`config.mk`:
```
export PLATFORM = sky130hd
export DESIGN_NAME = imem_dmem_arbiter
export DESIGN_NICKNAME = d
export VERILOG_FILES = /design/src/rtl/imem_dmem_arbiter.sv
export SDC_FILE = /design/constraint.sdc
export NUM_CORES = 1
export LEC_CHECK = 0
export BUFFER_PORTS_ARGS = -buffer_cell sky130_fd_sc_hd__buf_2
export CORE_MARGIN = 8
export CORE_UTILIZATION = 40
export CTS_CLUSTER_DIAMETER = 100
export DETAILED_ROUTE_END_ITERATION = 8
export HOLD_SLACK_MARGIN = 0.06
export PLACE_DENSITY = 0.79
export RECOVER_POWER = 50
export SETUP_SLACK_MARGIN = 0.05
export SLEW_MARGIN = 20
export SYNTH_ARGS = -nofsm -noshare
export SYNTH_HDL_FRONTEND = slang
export SYNTH_SLANG_ARGS = --single-unit
```
`constraint.sdc`:
```
create_clock -name clk -period 2 [get_ports clk]
set_input_delay 0.2 -clock clk [delete_from_list [all_inputs] [get_ports clk]]
set_output_delay 0.2 -clock clk [all_outputs]
set_load 0.02 [all_outputs]
```
`src/rtl/imem_dmem_arbiter.sv`:
```
// Purpose : shares one single-ported memory between instruction fetch (IF) and load/store (LS).
// Latency : grant in IDLE, memory request the next cycle, response passes straight through (>=3 cycles/txn).
// Backpress: one transaction outstanding; rdy only in IDLE; REQ holds until i_mem_req_rdy, RSP until i_mem_rsp_vld.
//
// Ports:
//   clk, rst_n                  clock, synchronous active-low reset
//   i_if_req_vld/i_if_addr      fetch request; o_if_rdy accepts it
//   o_if_rsp_vld/o_if_rsp_data  fetch read data (suppressed after a flush)
//   i_ls_req_vld/i_ls_addr/i_ls_we/i_ls_wdata/i_ls_wstrb   load/store request; o_ls_rdy accepts it
//   o_ls_rsp_vld/o_ls_rsp_data  load data or store ack (data 0 for a store)
//   i_flush                     kills an in-flight fetch
//   o_mem_*/i_mem_req_rdy       memory request channel
//   i_mem_rsp_vld/i_mem_rsp_data memory response channel
module imem_dmem_arbiter #(
    parameter int MAX_LS_STREAK = 4
) (
    input  logic        clk,
    input  logic        rst_n,
    input  logic        i_if_req_vld,
    input  logic [31:0] i_if_addr,
    output logic        o_if_rdy,
    output logic        o_if_rsp_vld,
    output logic [31:0] o_if_rsp_data,
    input  logic        i_ls_req_vld,
    input  logic [31:0] i_ls_addr,
    input  logic        i_ls_we,
    input  logic [31:0] i_ls_wdata,
    input  logic [3:0]  i_ls_wstrb,
    output logic        o_ls_rdy,
    output logic        o_ls_rsp_vld,
    output logic [31:0] o_ls_rsp_data,
    input  logic        i_flush,
    output logic        o_mem_req_vld,
    input  logic        i_mem_req_rdy,
    output logic [31:0] o_mem_addr,
    output logic        o_mem_we,
    output logic [31:0] o_mem_wdata,
    output logic [3:0]  o_mem_wstrb,
    input  logic        i_mem_rsp_vld,
    input  logic [31:0] i_mem_rsp_data
);

    localparam int SW = $clog2(MAX_LS_STREAK + 1);
    localparam logic [SW-1:0] STREAK_MAX = SW'(MAX_LS_STREAK);
    localparam logic OWN_LS = 1'b0;
    localparam logic OWN_IF = 1'b1;

    typedef enum logic [1:0] {
        IDLE = 2'd0,
        REQ  = 2'd1,
        RSP  = 2'd2
    } state_t;

    state_t        state;
    logic          owner;
    logic          drop;
    logic [SW-1:0] streak;

    logic if_ok;
    logic streak_full;
    logic grant_if;
    logic grant_ls;
    logic rsp_fire;
    logic if_rsp_fire;
    logic ls_rsp_fire;

    // A fetch presented together with a flush is already stale, so it is not eligible.
    assign if_ok       = i_if_req_vld & ~i_flush;
    assign streak_full = (streak == STREAK_MAX);

    // Grants are gated by rst_n so nothing is accepted while the state cannot advance.
    assign grant_if = rst_n & (state == IDLE) & if_ok & (~i_ls_req_vld | streak_full);
    assign grant_ls = rst_n & (state == IDLE) & i_ls_req_vld & ~(if_ok & streak_full);

    assign o_if_rdy      = grant_if;
    assign o_ls_rdy      = grant_ls;
    assign o_mem_req_vld = (state == REQ);

    // A flush arriving in the same cycle as the response still kills it.
    assign rsp_fire    = (state == RSP) & i_mem_rsp_vld;
    assign if_rsp_fire = rsp_fire & (owner == OWN_IF) & ~drop & ~i_flush;
    assign ls_rsp_fire = rsp_fire & (owner == OWN_LS);

    assign o_if_rsp_vld  = if_rsp_fire;
    assign o_if_rsp_data = if_rsp_fire ? i_mem_rsp_data : 32'h0;
    assign o_ls_rsp_vld  = ls_rsp_fire;
    assign o_ls_rsp_data = (ls_rsp_fire & ~o_mem_we) ? i_mem_rsp_data : 32'h0;

    always_ff @(posedge clk) begin
        if (!rst_n) begin
            state       <= IDLE;
            owner       <= OWN_LS;
            drop        <= 1'b0;
            streak      <= '0;
            o_mem_addr  <= 32'h0;
            o_mem_we    <= 1'b0;
            o_mem_wdata <= 32'h0;
            o_mem_wstrb <= 4'h0;
        end else begin
            case (state)
                IDLE: begin
                    drop <= 1'b0;
                    if (grant_ls) begin
                        owner       <= OWN_LS;
                        o_mem_addr  <= i_ls_addr;
                        o_mem_we    <= i_ls_we;
                        o_mem_wdata <= i_ls_wdata;
                        o_mem_wstrb <= i_ls_wstrb;
                        state       <= REQ;
                        // Only count LS wins that actually made IF wait; saturate at the limit.
                        if (!i_if_req_vld) begin
                            streak <= '0;
                        end else if (!streak_full) begin
                            streak <= streak + SW'(1);
                        end
                    end else if (grant_if) begin
                        owner       <= OWN_IF;
                        o_mem_addr  <= i_if_addr;
                        o_mem_we    <= 1'b0;
                        o_mem_wdata <= 32'h0;
                        o_mem_wstrb <= 4'h0;
                        streak      <= '0;
                        state       <= REQ;
                    end else if (!i_if_req_vld) begin
                        streak <= '0;
                    end
                end
                REQ: begin
                    if (owner == OWN_IF && i_flush) begin
                        drop <= 1'b1;
                    end
                    if (i_mem_req_rdy) begin
                        state <= RSP;
                    end
                end
                RSP: begin
                    if (owner == OWN_IF && i_flush) begin
                        drop <= 1'b1;
                    end
                    if (i_mem_rsp_vld) begin
                        state <= IDLE;
                        drop  <= 1'b0;
                    end
                end
                default: begin
                    state <= IDLE;
                end
            endcase
        end
    end

endmodule

```
==> impl_metrics.py, run 1 <==
metrics = {
    "floorplan": {
        "chipHeight_um": 110.8,
        "core.rowCount": 34,
        "dieArea_mm2": 0.01228,
        "fp.dieW_um": 110.8,
        "pin_count": 278,
        "core_mm2": 0.008721,
        "start_util_pct": 41.25,
    },
    "sta": {
        "fmax_mhz": 503.8,
        "min_period_ps": 1985,
        "hold_slack_ps": 82.68,
        "max-slew-margin-rel_pct": 52.62,
        "slew_violations": 0,
        "rsz0062_at_grt": "true",
        "fin_skew_ps": 10.43,
        "fin_tns_setup_ps": 0,
        "period_share_pct": 99.25,
        "tightest_slew_ps": 710.7,
        "finalHoldViolCount": 0,
        "setup_violations": 0,
    },
    "synthesis": {
        "synth_most_common_cell": "dfxtp_1",
        "synth_area_mm2": 0.003597,
        "synth_top_cell_by_area": "dfxtp_1",
        "ys_async_sr_fraction_pct": 0,
        "ys.flop_type": "dfxtp_1",
        "synth_top_area_share_pct": 42.30,
        "synth-seq-area-share_pct": 42.30,
        "synth_area_leaders": "dfxtp_1, and2_1, a21oi_1",
        "ys_seq_elements": 76,
        "synth-edff-count": 0,
        "yosysUniqueCellTypes": 33,
        "ys_warn_count": 0,
        "syn_nets": 581,
        "synth.top_cells.by_count": "dfxtp_1, a21oi_1, and2_1",
        "synth_cells": 434,
        "avgSynthCellArea_um2": 8.288,
    },
    "global_routing": {
        "top_usage_layer": "met2",
        "grt.overflow.total": 0,
        "grt_pass1_vias": 4342,
        "grt_usage_pct": 21.73,
        "antenna_found_initial": 0,
        "grt_max_degree": 49,
        "met2_usage_pct": 40.50,
        "global_route.usage.met1_pct": 22.14,
        "grt_pass1_wl_um": 22230,
        "grt_use_met3_pct": 6.656,
    },
    "detailed_routing": {
        "wirelength_um": 14460,
        "post-route-drc-count": 0,
        "ant_nets": 0,
        "dr.first_iter.drc_count": 214,
        "wire_per_inst_um": 17.65,
        "vias": 4239,
        "viasPerCell": 5.176,
        "first_pass_iters": 5,
    },
    "critical_path": {
        "rrSetupSlack_ps": 110,
        "r2r_start": "state[0]$_SDFFE_PN0P_",
        "worst_path_max_delay_cell": "dfxtp_2",
        "crit_buf_inv": 4,
        "critical_path.top_delay_family": "buffers and inverters",
        "regToRegEndpoint": "o_mem_addr[14]$_SDFFE_PN0P_",
        "endpoint_kind": "output pin",
        "crit_required_ps": 1800,
        "max_stage_delay_ps": 330,
        "worstPathArrival_ps": 1780,
        "critPathLaunchType": "flop",
        "path_cells": "inv_2 > ha_4 > nand2_4 > nor4b_4 > buf_4 > clkbuf_16 > and2_4 > buf_6",
        "cp_max_fo": 8,
        "path_depth": 8,
        "crit_type": "reg -> out",
        "rr_worst_depth": 7,
    },
    "clocking": {
        "clk_path_buf_depth": 2,
        "numClockSinks": 76,
        "cts_tree": "built",
        "cts_buffers": 9,
        "path_clk_slew_ps": 90,
        "cts-root-buf": "clkbuf_8",
        "clk_latency_ps": 340,
        "htreeDepth": 3,
    },
    "placed_design": {
        "placed_cells": 794,
        "portBuffers": 277,
        "hpwlAfterDp_um": 10620,
        "gp_congestion": 0.8119,
    },
    "finish": {
        "finalNonFillerCells": 819,
        "area_delta_synth_final_pct": 56.14,
        "n_antenna_cell": 0,
        "nNetsFinal": 853,
        "drive_gt1_share_pct": 40.37,
    },
    "power_and_ir_drop": {
        "ir_drop_uv": 510.2,
        "leakage_nw": 2.680,
        "powerDensity_mw_per_mm2": 875.7,
    },
    "hold_path": {
        "min_path_type": "in -> reg",
        "hp-start": "i_if_addr[18]",
        "min_to": "o_mem_addr[18]$_SDFFE_PN0P_",
        "hold_path_depth": 3,
    },
    "flow_run": {
        "maxCapViolations": 0,
    },
    "outcome": {
        "status": "complete, no violations",
    },
}
==> sequential cells by signal, summed over array words and instances (netlist names) <==
signal,count
o_mem_addr,32
o_mem_wdata,32
o_mem_wstrb,4
streak,3
state,2
drop,1
o_mem_we,1
owner,1
==> repair_timing <==
action                                 in CTS  in global routing
hold buffers                                0                  1
gates resized for setup                    91                 19
setup endpoints to repair                  66                 55
setup buffers                               3                  2
endpoints found under the hold margin       0                  1
cloned                                      2                  1
pin swaps                                  11                 13
==> report_power, final <==
part	switching (mW)	total (mW)	internal, mW
Combinational	1.09	1.70	0.606
Clock	0.600	1.35	0.750
Sequential	0.130	1.87	1.74
Total	1.82	4.92	3.10
==> layer usage <==
metal	routed length [um]	vias to the layer above
li1	-	2023
met1	5384	1982
met2	7636	206
met3	1118	28
met4	320	0
met5	0	-
==> cell usage in the layout (no fill, tap or decap), drive strengths merged, types with 3 or more instances in the layout <==
| cell type | instances |
|---|---|
| clkbuf | 86 |
| and2 | 64 |
| ha | 7 |
| inv | 11 |
| dfxtp | 76 |
| o21ai | 34 |
| nor2b | 41 |
| o221a | 3 |
| nor2 | 3 |
| nand2 | 41 |
| a21oi | 66 |
| a22oi | 37 |
| buf | 220 |
==> layout make-up <==
type | instances | area (um2)
sequential | 76 | 1526
inverter | 9 | 38.79
clock inverter | 6 | 93.84
fill | 778 | 3104
multi-input combinational | 313 | 1979
clock buffer | 10 | 137.6
timing repair buffer | 297 | 1705
tap | 108 | 135.1
==> worst min-delay path: cells and delay by family <==
| kind | cells | cell delay, ps |
|---|---|---|
| buffers and inverters | 1 | 90 |
| and+or+nand+nor | 1 | 40 |
| AOI/OAI and AO/OA | 1 | 50 |
==> how the worst max path moves through the flow <==
| stage | slack, ps | start | to |
|---|---|---|---|
| finish | 20 | state[0]$_SDFFE_PN0P_ | o_if_rsp_data[0] |
| global route | -50 | state[0]$_SDFFE_PN0P_ | o_if_rsp_data[28] |
| CTS | -40 | state[0]$_SDFFE_PN0P_ | o_if_rsp_data[21] |
| detailed placement | 220 | streak[0]$_SDFFE_PN0P_ | o_mem_addr[0]$_SDFFE_PN0P_ |
| global placement | 300 | state[0]$_SDFFE_PN0P_ | o_if_rsp_data[0] |
| floorplan | 120 | state[0]$_SDFFE_PN0P_ | o_if_rsp_data[22] |
==> stage by stage <==
step | area [um2] | power (mW) | util (%) | setup slack (ps)
after floorplan | 3597 | 2.986 | - | 123.9
after global placement | 5064 | 3.535 | 58.06 | 303.2
after detailed placement | 5064 | 3.589 | 58.06 | 224.1
after CTS | 5634 | 5.012 | 64.61 | -42.18
after global routing | 5617 | 5.211 | 64.40 | -49.25
final | 5617 | 4.918 | 64.40 | 15.08
==> logic make-up (layout without fill, tap and decap cells) <==
kind of cell / Yosys count / after routing / share of synthesized area, %
and+or+nand+nor: 158 / 158 / 24.87
muxes: 1 / 1 / 0.2783
AOI/OAI and AO/OA: 147 / 147 / 24.24
buffers and inverters: 45 / 322 / 5.878
adders and majority gates: 7 / 7 / 2.435
DFF: 76 / 76 / 42.30
No activity file was read; power rests on OpenSTA's default activity.
==> run 2: changes to the inputs <==
- BUFFER_PORTS_ARGS: -buffer_cell sky130_fd_sc_hd__buf_2 -> unset
- CORE_AREA: unset -> 8 8 102 104
- CORE_MARGIN: 8 -> unset
- CORE_UTILIZATION: 40 -> unset
- DIE_AREA: unset -> 0 0 110 112
- DONT_BUFFER_PORTS: unset -> 1
- PLACE_DENSITY: 0.79 -> 0.54
==> run 2 against run 1 <==
  * First-iteration DRC count increased by 3.3%
  * Critical path depth unchanged
  * Wire length grew 3.1%
  * Highest routed layer unchanged
  * Hold slack worse by 9.1 ps
  * Critical endpoint is now o_if_rsp_data[8]
  * Non-clock buffer count decreased by 169
  * Largest power group unchanged
  * Critical path type unchanged
  * Die area increased by 0.30%
  * Flip-flop and latch count unchanged
==> impl_metrics.py, run 2 (synthesis results as in run 1) <==
metrics = {
    "sta": {
        "max-slew-margin-rel_pct": 69.34,
        "fin_tns_setup_ps": 0,
        "slew_violations": 0,
        "tightest_slew_ps": 459.9,
        "fin_skew_ps": 8.428,
        "finalHoldViolCount": 0,
        "period_share_pct": 95.90,
        "min_period_ps": 1918,
        "fmax_mhz": 521.4,
        "setup_violations": 0,
        "rsz0062_at_grt": "true",
    },
    "hold_path": {
        "hold_path_depth": 2,
        "min_path_type": "in -> reg",
    },
    "floorplan": {
        "core.rowCount": 35,
        "pin_count": 278,
        "start_util_pct": 40.46,
        "fp.dieW_um": 110,
        "chipHeight_um": 112,
        "dieArea_mm2": 0.01232,
        "core_mm2": 0.008890,
    },
    "clocking": {
        "cts_tree": "built",
        "clk_latency_ps": 340,
        "clk_path_buf_depth": 2,
        "numClockSinks": 76,
        "cts_buffers": 9,
        "cts-root-buf": "clkbuf_8",
        "path_clk_slew_ps": 80,
        "htreeDepth": 3,
    },
    "detailed_routing": {
        "dr.first_iter.drc_count": 221,
        "vias": 3714,
        "viasPerCell": 5.679,
        "first_pass_iters": 5,
        "post-route-drc-count": 0,
        "wirelength_um": 14900,
        "wire_per_inst_um": 22.78,
        "ant_nets": 0,
    },
    "critical_path": {
        "rr_worst_depth": 8,
        "critical_path.top_delay_family": "simple AND/OR/NAND/NOR gates",
        "cp_max_fo": 8,
        "endpoint_kind": "output pin",
        "crit_type": "reg -> out",
        "max_stage_delay_ps": 340,
        "path_depth": 8,
        "crit_required_ps": 1800,
        "critPathLaunchType": "flop",
        "crit_buf_inv": 4,
        "path_cells": "inv_4 > ha_4 > nand2_4 > nor4b_4 > buf_6 > buf_12 > buf_8 > and2_4",
        "worstPathArrival_ps": 1720,
        "worst_path_max_delay_cell": "dfxtp_2",
    },
    "placed_design": {
        "portBuffers": 0,
        "gp_congestion": 0.7348,
        "placed_cells": 520,
        "hpwlAfterDp_um": 9127,
    },
    "finish": {
        "drive_gt1_share_pct": 22.69,
        "final_common_cell": "dlygate4sd3_1",
        "finalNonFillerCells": 654,
        "fill_cells": 723,
        "area_delta_synth_final_pct": 47.37,
        "nNetsFinal": 684,
        "layout_common_cells": "dlygate4sd3_1, dfxtp_1, a21oi_1",
        "largestRegisters": "o_mem_addr: 32 flops, o_mem_wdata: 32 flops, o_mem_wstrb: 4 flops",
    },
    "global_routing": {
        "grt_max_degree": 78,
        "grt_usage_pct": 22.21,
        "grt_pass1_wl_um": 21380,
        "antenna_found_initial": 1,
        "grt.overflow.total": 0,
        "grt_pass1_vias": 3849,
    },
    "power_and_ir_drop": {
        "powerDensity_mw_per_mm2": 885.8,
        "leakage_nw": 2.164,
        "ir_drop_uv": 537.9,
        "p_total_mw": 4.696,
    },
    "flow_run": {
        "maxCapViolations": 0,
    },
    "outcome": {
        "status": "complete, no violations",
    },
}
-- run 2: per-layer routing --
layer	share of wire (%)	up-vias	global-route usage, %
met5	0	-	0
met3	9.1	28	6.759
met2	56	220	42.70
met4	2.9	0	8.739
li1	-	1690	-
met1	32	1776	20.65
-- run 2: final cells by class --
type                       count  area, um2  area share [%]
antenna                        1      2.502         0.04720
clock buffer                   9      123.9           2.337
clock inverter                 7      56.30           1.062
inverter                       9      36.28          0.6844
multi-input combinational    313       2048           38.64
sequential                    76       1526           28.79
tap                          111      138.9           2.620
timing repair buffer         128       1369           25.82
-- run 2: repair_timing --
action	in CTS	in global routing
endpoints found under the hold margin	76	0
buffers inserted	6	3
pin swaps	25	19
gates cloned	5	2
gates resized for setup	96	49
hold buffers	101	0
setup endpoints to repair	66	65
-- run 2: power breakdown --
| part | switching [mW] | leakage, nW | internal, mW |
|---|---|---|---|
| Sequential | 0.427 | 0.623 | 1.74 |
| Clock | 0.619 | 0.0842 | 0.465 |
| Combinational | 0.789 | 1.46 | 0.656 |
| Total | 1.83 | 2.16 | 2.86 |
-- run 2: path summary, 6_finish.rpt --
| kind | from | end | slack [ps] |
|---|---|---|---|
| max reg2reg | state[0]$_SDFFE_PN0P_ | o_mem_addr[3]$_SDFFE_PN0P_ | 140 |
| max | state[0]$_SDFFE_PN0P_ | o_if_rsp_data[8] | 80 |
| min | i_ls_addr[25] | o_mem_addr[25]$_SDFFE_PN0P_ | 70 |
| min reg2reg | streak[1]$_SDFFE_PN0P_ | streak[1]$_SDFFE_PN0P_ | 500 |
-- run 2: metrics by stage --
stage | instance area [um2] | util [%] | worst slack (ps) | hold slack, ps
2_1_floorplan | 3597 | - | 123.9 | 334.1
3_3_place_gp | 3669 | 41.27 | 318.7 | 336.4
3_5_place_dp | 3669 | 41.27 | 217.9 | 340.4
4_1_cts | 5191 | 58.40 | 27.60 | 63.31
5_1_grt | 5301 | 59.63 | -20.97 | 74.00
6_report | 5301 | 59.63 | 82.00 | 73.56
